===== config.mk =====
export PLATFORM = sky130hd
export DESIGN_NAME = claw_machine
export DESIGN_NICKNAME = d
export VERILOG_FILES = /design/src/rtl/claw_pkg.sv /design/src/rtl/claw_loss_counter.sv /design/src/rtl/claw_machine.sv
export SDC_FILE = /design/constraint.sdc
export NUM_CORES = 1
export LEC_CHECK = 0
export ABC_CLOCK_PERIOD_IN_PS = 1550
export CAP_MARGIN = 30
export CORE_MARGIN = 2
export CORE_UTILIZATION = 30
export CTS_BUF_LIST = sky130_fd_sc_hd__clkbuf_16
export DETAILED_ROUTE_END_ITERATION = 10
export PLACE_DENSITY = 0.65
export SETUP_SLACK_MARGIN = 0.3
export SYNTH_ARGS = -nofsm -noshare
export SYNTH_HDL_FRONTEND = slang
export SYNTH_SLANG_ARGS = --single-unit

===== constraint.sdc =====
create_clock -name clk -period 1.55 [get_ports clk]
set_input_delay 0.31 -clock clk [delete_from_list [all_inputs] [get_ports clk]]
set_output_delay 0.31 -clock clk [all_outputs]
set_load 0.05 [all_outputs]

===== src/rtl/claw_pkg.sv =====
// Shared types and default timing constants for the claw machine controller.
package claw_pkg;

  typedef enum logic [2:0] {
    S_IDLE    = 3'd0,
    S_MOVE    = 3'd1,
    S_DOWN    = 3'd2,
    S_GRAB    = 3'd3,
    S_RISE    = 3'd4,
    S_RETURN  = 3'd5,
    S_RELEASE = 3'd6
  } state_e;

  localparam int MOVE_CYCLES     = 8;
  localparam int RELEASE_CYCLES  = 2;
  localparam int GUARANTEE_PLAYS = 10;
  localparam int LOSS_W          = 4;

endpackage


===== src/rtl/claw_loss_counter.sv =====
// Consecutive-loss counter; a win seen anywhere in a play (or a guaranteed play)
// resets it when the play finishes, otherwise it counts up and saturates.
module claw_loss_counter #(
  parameter int GUARANTEE_PLAYS = claw_pkg::GUARANTEE_PLAYS,
  parameter int W               = claw_pkg::LOSS_W
) (
  input  logic         clk,
  input  logic         rst,
  input  logic         play_done,
  input  logic         win,
  input  logic         guaranteed,
  output logic [W-1:0] count,
  output logic         guarantee_next
);

  localparam logic [W-1:0] LIMIT = W'(GUARANTEE_PLAYS - 1);

  logic [W-1:0] count_q, count_d;
  logic         win_q, win_d;

  always_comb begin
    count_d = count_q;
    win_d   = win_q | win;
    if (play_done) begin
      win_d = 1'b0;
      if (win_q || win || guaranteed) begin
        count_d = '0;
      end else if (count_q < LIMIT) begin
        count_d = count_q + 1'b1;
      end
    end else if (win) begin
      // A late prize detected between plays must still break the losing streak.
      count_d = '0;
    end
  end

  always_ff @(posedge clk) begin
    if (rst) begin
      count_q <= '0;
      win_q   <= 1'b0;
    end else begin
      count_q <= count_d;
      win_q   <= win_d;
    end
  end

  assign count          = count_q;
  assign guarantee_next = (count_q == LIMIT);

endmodule


===== src/rtl/claw_machine.sv =====
// Claw machine play sequencer: coin, timed joystick move, descend, grab, rise,
// return home and release; every GUARANTEE_PLAYS-th losing play grips tight.
module claw_machine #(
  parameter int MOVE_CYCLES     = claw_pkg::MOVE_CYCLES,
  parameter int RELEASE_CYCLES  = claw_pkg::RELEASE_CYCLES,
  parameter int GUARANTEE_PLAYS = claw_pkg::GUARANTEE_PLAYS
) (
  input  logic clk,
  input  logic rst,
  input  logic Coin,
  input  logic Mov_l,
  input  logic Mov_r,
  input  logic Mov_f,
  input  logic Mov_b,
  input  logic Grab,
  input  logic Touch,
  input  logic Top,
  input  logic Origin,
  input  logic Drop,
  output logic Claw_l,
  output logic Claw_r,
  output logic Claw_f,
  output logic Claw_b,
  output logic Return,
  output logic Down,
  output logic Rise,
  output logic Open,
  output logic Tight,
  output logic Loose,
  output logic Release
);

  import claw_pkg::*;

  localparam int MW = $clog2(MOVE_CYCLES + 1);
  localparam int RW = $clog2(RELEASE_CYCLES + 1);
  localparam logic [MW-1:0]     MOVE_LAST = MW'(MOVE_CYCLES - 1);
  localparam logic [RW-1:0]     REL_LAST  = RW'(RELEASE_CYCLES - 1);
  localparam logic [LOSS_W-1:0] LOSS_MAX  = LOSS_W'(GUARANTEE_PLAYS - 1);

  state_e            state_q, state_d;
  logic [MW-1:0]     mtmr_q, mtmr_d;
  logic [RW-1:0]     rtmr_q, rtmr_d;
  logic              guar_q, guar_d;
  logic              play_done;
  logic              guarantee_next;
  logic [LOSS_W-1:0] loss_cnt;
  logic              grip;

  always_comb begin
    state_d   = state_q;
    mtmr_d    = mtmr_q;
    rtmr_d    = rtmr_q;
    guar_d    = guar_q;
    play_done = 1'b0;
    case (state_q)
      S_IDLE: begin
        if (!Coin) begin
          state_d = S_MOVE;
          mtmr_d  = '0;
          guar_d  = guarantee_next;
        end
      end
      S_MOVE: begin
        if (Grab || (mtmr_q == MOVE_LAST)) begin
          state_d = S_DOWN;
        end else begin
          mtmr_d = mtmr_q + 1'b1;
        end
      end
      S_DOWN:   if (Touch) state_d = S_GRAB;
      S_GRAB:   state_d = S_RISE;
      S_RISE:   if (Top) state_d = S_RETURN;
      S_RETURN: begin
        if (Origin) begin
          state_d = S_RELEASE;
          rtmr_d  = '0;
        end
      end
      S_RELEASE: begin
        if (rtmr_q == REL_LAST) begin
          state_d   = S_IDLE;
          play_done = 1'b1;
        end else begin
          rtmr_d = rtmr_q + 1'b1;
        end
      end
      default: state_d = S_IDLE;
    endcase
  end

  always_ff @(posedge clk) begin
    if (rst) begin
      state_q <= S_IDLE;
      mtmr_q  <= '0;
      rtmr_q  <= '0;
      guar_q  <= 1'b0;
    end else begin
      state_q <= state_d;
      mtmr_q  <= mtmr_d;
      rtmr_q  <= rtmr_d;
      guar_q  <= guar_d;
    end
  end

  // Opposing joystick directions cancel rather than fight the motor.
  assign Claw_l = (state_q == S_MOVE) & Mov_l & ~Mov_r;
  assign Claw_r = (state_q == S_MOVE) & Mov_r & ~Mov_l;
  assign Claw_f = (state_q == S_MOVE) & Mov_f & ~Mov_b;
  assign Claw_b = (state_q == S_MOVE) & Mov_b & ~Mov_f;

  assign grip    = (state_q == S_GRAB) | (state_q == S_RISE) | (state_q == S_RETURN);
  assign Tight   = grip & guar_q;
  assign Loose   = grip & ~guar_q;
  assign Down    = (state_q == S_DOWN);
  assign Open    = (state_q == S_DOWN) | (state_q == S_RELEASE);
  assign Rise    = (state_q == S_RISE);
  assign Return  = (state_q == S_RETURN);
  assign Release = (state_q == S_RELEASE);

  claw_loss_counter #(
    .GUARANTEE_PLAYS (GUARANTEE_PLAYS),
    .W               (LOSS_W)
  ) u_loss (
    .clk            (clk),
    .rst            (rst),
    .play_done      (play_done),
    .win            (~Drop),
    .guaranteed     (guar_q),
    .count          (loss_cnt),
    .guarantee_next (guarantee_next)
  );

  a_loss_sat: assert property (@(posedge clk) disable iff (rst) loss_cnt <= LOSS_MAX);

endmodule


==> Yosys cells after proc, flatten, opt, wreduce, memory -nomap -nowiden <==
Cells that the tools add are included.
{ "totals": {"register_bits": 15, "inputBits": 12, "output_inout_bits": 11, "wordCells": 81} }
{ "op_classes": {"addsub": 3, "magnitude_cmp": 1, "eq_ne": 19, "n_mux": 19, "bitwise_logic": 21, "reduce_logical": 12} }
{ "op_table": {"columns": ["op", "n"], "rows": [
  ["$mux W4", 6],
  ["$pmux W3 S7", 1],
  ["$mux W3", 6],
  ["$ne A2 B2 Y1 const B", 7],
  ["$and A1 B1 Y1", 10],
  ["$eq A3 B3 Y1 const B", 3],
  ["$add A4 B1 Y4 const B", 2],
  ["$pmux W4 S2", 1],
  ["$not A1 Y1", 7],
  ["$eq A3 B2 Y1 const B", 2],
  ["$reduce_and A3 Y1", 2],
  ["$reduce_and A6 Y1", 1],
  ["$eq A4 B3 Y1 const B", 1],
  ["$eq A4 B4 Y1 const B", 1],
  ["$lt A4 B4 Y1 const B", 1],
  ["$mux W2", 2],
  ["$ne A2 B1 Y1 const B", 2],
  ["$or A1 B1 Y1", 4],
  ["$pmux W2 S2", 1],
  ["$reduce_and A2 Y1", 2],
  ["$reduce_bool A2 Y1", 2],
  ["$eq A3 B1 Y1 const B", 1],
  ["$logic_not A3 Y1", 1],
  ["$logic_or A1 B1 Y1", 3],
  ["5 further kinds", 6]
]} }

==> Depth between registers and ports, before layout <==
{ "logic_depth": {"depth_word": 5, "depth_mapped": 6, "depth_no_buf": 6} }

==> Cells and area by module <==
A second synthesis with hierarchy kept.
{ "hier_totals": {"hier_cells": 120, "area_unflattened_um2": 983.4} }
{ "modules_own_cells": {"columns": ["module", "instances", "cells_each", "area_each_um2", "seq_area_each_um2"], "rows": [
  ["claw_machine", 1, 86, 678.2, 200.2],
  ["claw_loss_counter", 1, 34, 305.3, 100.1]
]} }

==> Worst setup path after synthesis <==
No wires, ideal clock.
{ "synth_timing": {"path_type": "reg2out", "start": "register state_q[0]", "end": "output Claw_b", "arrival_ns": 2.040, "required_ns": 1.240, "path_slack_ns": -0.800, "path_stages_with_launch": 5, "path_buffers": 1, "path_cell_list": "dfxtp_1 buf_2 nor2b_1 nand2b_1 nor3b_1"} }
{ "synth_between": {"elab_chain_len": 3} }
{ "synth_rtl": {"columns": ["item", "line_no", "text"], "rows": [
  ["start, declared", "claw_machine.sv:41", "state_e state_q, state_d;"],
  ["start signal, assigned", "claw_machine.sv:99", "state_q <= state_d;"],
  ["$eq A3 B1 Y1", "claw_machine.sv:110", "assign Claw_b = (state_q == S_MOVE) & Mov_b & ~Mov_f;"],
  ["$and A1 B1 Y1 (2 in a row)", "claw_machine.sv:110", null],
  ["end, declared", "claw_machine.sv:23", "output logic Claw_b,"]
]} }
No other way between the ends.

==> Final worst setup path <==
{ "layout_timing": {"start": "register state_q[0]", "end": "output Claw_f"} }
{ "layout_between": {"elab_chain_len": 3} }
{ "layout_rtl": {"columns": ["item", "line_no", "text"], "rows": [
  ["$eq A3 B1 Y1", "claw_machine.sv:109", "assign Claw_f = (state_q == S_MOVE) & Mov_f & ~Mov_b;"],
  ["$and A1 B1 Y1 (2 in a row)", "claw_machine.sv:109", null],
  ["end, declared", "claw_machine.sv:22", "output logic Claw_f,"]
]} }
No other way between the ends.

==> impl_results.md <==
* Initial antenna violation count at 0
* Worst-margin pin slew at 0.306 ns
* Die H at 60.4 µm
* Post-Place Setup Slack at -0.0990 ns
* Primary FF master, synth: dfxtp_1
* Drt first pass iters at 4
* Status: finished with violations
* FF-to-FF path depth at 6
* Layout cells sized above 1 at 0.561
* Std-Cell Rows at 20
* Clk pin slew, worst setup/hold paths at 0.05 ns
* Compound-Gate Fraction of Synth Area at 0.161
* Post-Synth Simple-Gate Area at 0.381
* Buf/Inv on CP at 1
* Layout fillers at 215
* Net Switching at 0.345 mW
* Drt wl/cell at 14.6 µm
* RD Place Congestion at 0.737
* Syn Area/Cell at 8.15 µm²
* Register area share after synthesis at 0.315
* Slew HR at 0.795
* Crit path time final at 1.60 ns
* PnR worst setup slack at -0.0495 ns
* Failing checks: setup timing
* Crit start category: flip-flop
* Internal power at 0.924 mW
* Max-Cap Viols at 0
* Clk pwr share at 0.407
* Tcrit/Tclk final at 1.03
* # DRC at 0
* Dpl hpwl at 1690 µm
* Synth warn at 0
* Syn nets at 134
* Dpl cells at 184
* Global-route wire length before repair at 4370 µm
* DRT iter0 DRCs at 26
* Commonest non-fill, non-tap cell in the layout: buf_4
* Static leakage at 0.733 nW
* Fin cells at 208
* Switching Share at 0.272
* Top delay family on crit path: simple AND/OR/NAND/NOR gates
* Skew final at 0.00225 ns
* CTS sink cnt at 15
* Post-synthesis mux area share at 0.0328
* Main combinational cell family by area after synthesis: simple AND/OR/NAND/NOR gates
* Post-synth ARST share at 0
* Input/output buffers at 22
* Synthesized instance count at 117
* GRT Total Usage at 0.160
* Arrival time of the worst setup path at 1.29 ns
* Crit Path Max Fanout at 5
* Seq pwr share at 0.321
* Pwr/cell area at 657 nW/µm²
* R2R setup slack at 0.02 ns
* # nets final at 182
* Netlist cell types at 37
* Hold path depth at 2
* Pins Over Slew Limit at 0
* Clock buffer depth at 2
* Root buffer cell: clkbuf_16
* Die area at 3650 µm²
* CP Depth at 4
* VDD IR-drop max at 0.774 mV
* Setup TNS at -0.269 ns
* # H-tree levels at 1
* Endpoints failing hold at 0
* Setup violations, final at 7
* XOR/XNOR Fraction of Synth Area at 0
* Chip Width at 60.4 µm
* Largest net degree at the start of global routing at 11
* Mapped Area at 953 µm²
* Via count at 1057
* Antenna viol nets, final at 0
* CTS Buf Count at 3
* CP cell instances: nor2b_4 > nand2b_4 > nor3b_4 > buf_12
* Slowest cell on crit path: dfxtp_4
* Worst Path Required at 1.24 ns
* Total gr overflow at 0
* Min-delay worst type: flip-flop to flip-flop
* Synthesis-to-finish area growth at 102%
* CTS tree: done
* #FFs+latches synth at 15
* RSZ-0062 raised after global routing: yes
* Routed wire length at 3040 µm
* Adder-Cell Fraction of Synth Area at 0.0656
* Initial Util at 0.315
* Post-synth EDFFs at 0
* Core area at 3030 µm²
* FMAX at 625 MHz
* Commonest non-fill, non-tap cells in the layout: buf_4, buf_12, nor2_1, clkdlybuf4s50_1, buf_6
* Crit end category: output port
* Final core occ at 0.638
* Drt via density at 5.08
* I/O Pins at 23
* Vias in the first global route at 972
* N_diodes at 0
* Worst Setup Path Type: flip-flop to output port
* Combinational Power Share at 0.272
* Post-CTS Hold Fix Bufs at 0
* Clock Latency Late Sink at 0.25 ns
* Critical path's largest stage delay at 0.36 ns
## registers in the layout, summed over array words and instances (netlist names)
| signal | count |
|---|---|
| mtmr_q | 4 |
| state_q | 3 |
| u_loss.count | 4 |
| rtmr_q | 2 |
| guar_q | 1 |
| u_loss.win_q | 1 |
## cells in the mapped netlist, drive strengths merged (2+ instances only)
master	number	area [µm²]
nor2b	6	37.5
nand4b	2	23.8
ha	5	62.6
nand3b	5	37.5
dfxtp	15	300
mux2i	2	20.0
inv	5	18.8
nor2	12	45.0
nand3	4	20.0
nand2	9	33.8
o21ai	4	20.0
buf	4	20.0
nor3b	6	45.0
a21oi	9	45.0
nor3	5	30.0
nand2b	6	37.5
## final timing paths
path                     to        from
setup / recovery     Claw_f  state_q[0]
hold / removal    mtmr_q[2]   mtmr_q[2]
setup reg to reg  mtmr_q[3]  state_q[2]
hold reg to reg   mtmr_q[2]   mtmr_q[2]
## cell type report
| class | instances | area [µm²] | share of cell area |
|---|---|---|---|
| tap | 44 | 55.1 | 0.0285 |
| timing repair buffer | 48 | 554 | 0.287 |
| clock inverter | 1 | 7.51 | 0.00389 |
| multi-input combinational | 92 | 891 | 0.461 |
| clock buffer | 3 | 75.1 | 0.0389 |
| sequential | 15 | 325 | 0.169 |
| inverter | 5 | 22.5 | 0.0117 |
## power by group through the flow
stage | Sequential (mW) | Combinational (mW) | Clock [mW]
finish | 0.407 | 0.345 | 0.517
detailed placement | 0.423 | 0.244 | 0
CTS | 0.409 | 0.305 | 0.526
global placement | 0.423 | 0.242 | 0
floorplan | 0.414 | 0.155 | 0
global route | 0.408 | 0.364 | 0.556
## tightest hold or removal path, stage by stage (launching register included)
cell     delay [ns]
dfxtp_1        0.35
nand3_2        0.08
a21oi_2        0.04
## timing repair
action / in CTS / in global routing
cloned: 0 / 0
buffers inserted: 11 / 9
pin swaps: 16 / 12
resized for setup: 31 / 22
endpoints found under the setup margin: 22 / 25
## routing by layer
metal | GRT usage | up-vias | routed length (µm)
li1 | - | 517 | -
met1 | 0.192 | 510 | 1230
met2 | 0.280 | 26 | 1650
met3 | 0.0490 | 4 | 128
met4 | 0.0413 | 0 | 29
met5 | 0 | - | 0
## cell families after synthesis
family | Yosys count
adder cells (fa/ha/maj) | 5
flip-flops | 15
buffers and inverters | 10
AO/OA/AOI/OAI | 24
AND/OR/NAND/NOR | 60
multiplexers | 3
## stage by stage
stage	total power [mW]	hold WS (ns)	instance area, µm²
after global routing	1.33	0.558	1930
after global placement	0.665	0.468	1490
after detailed placement	0.667	0.484	1490
final	1.27	0.524	1930
after floorplan	0.569	0.416	1100
after CTS	1.24	0.495	1770
No activity file was read; power rests on OpenSTA's default activity.
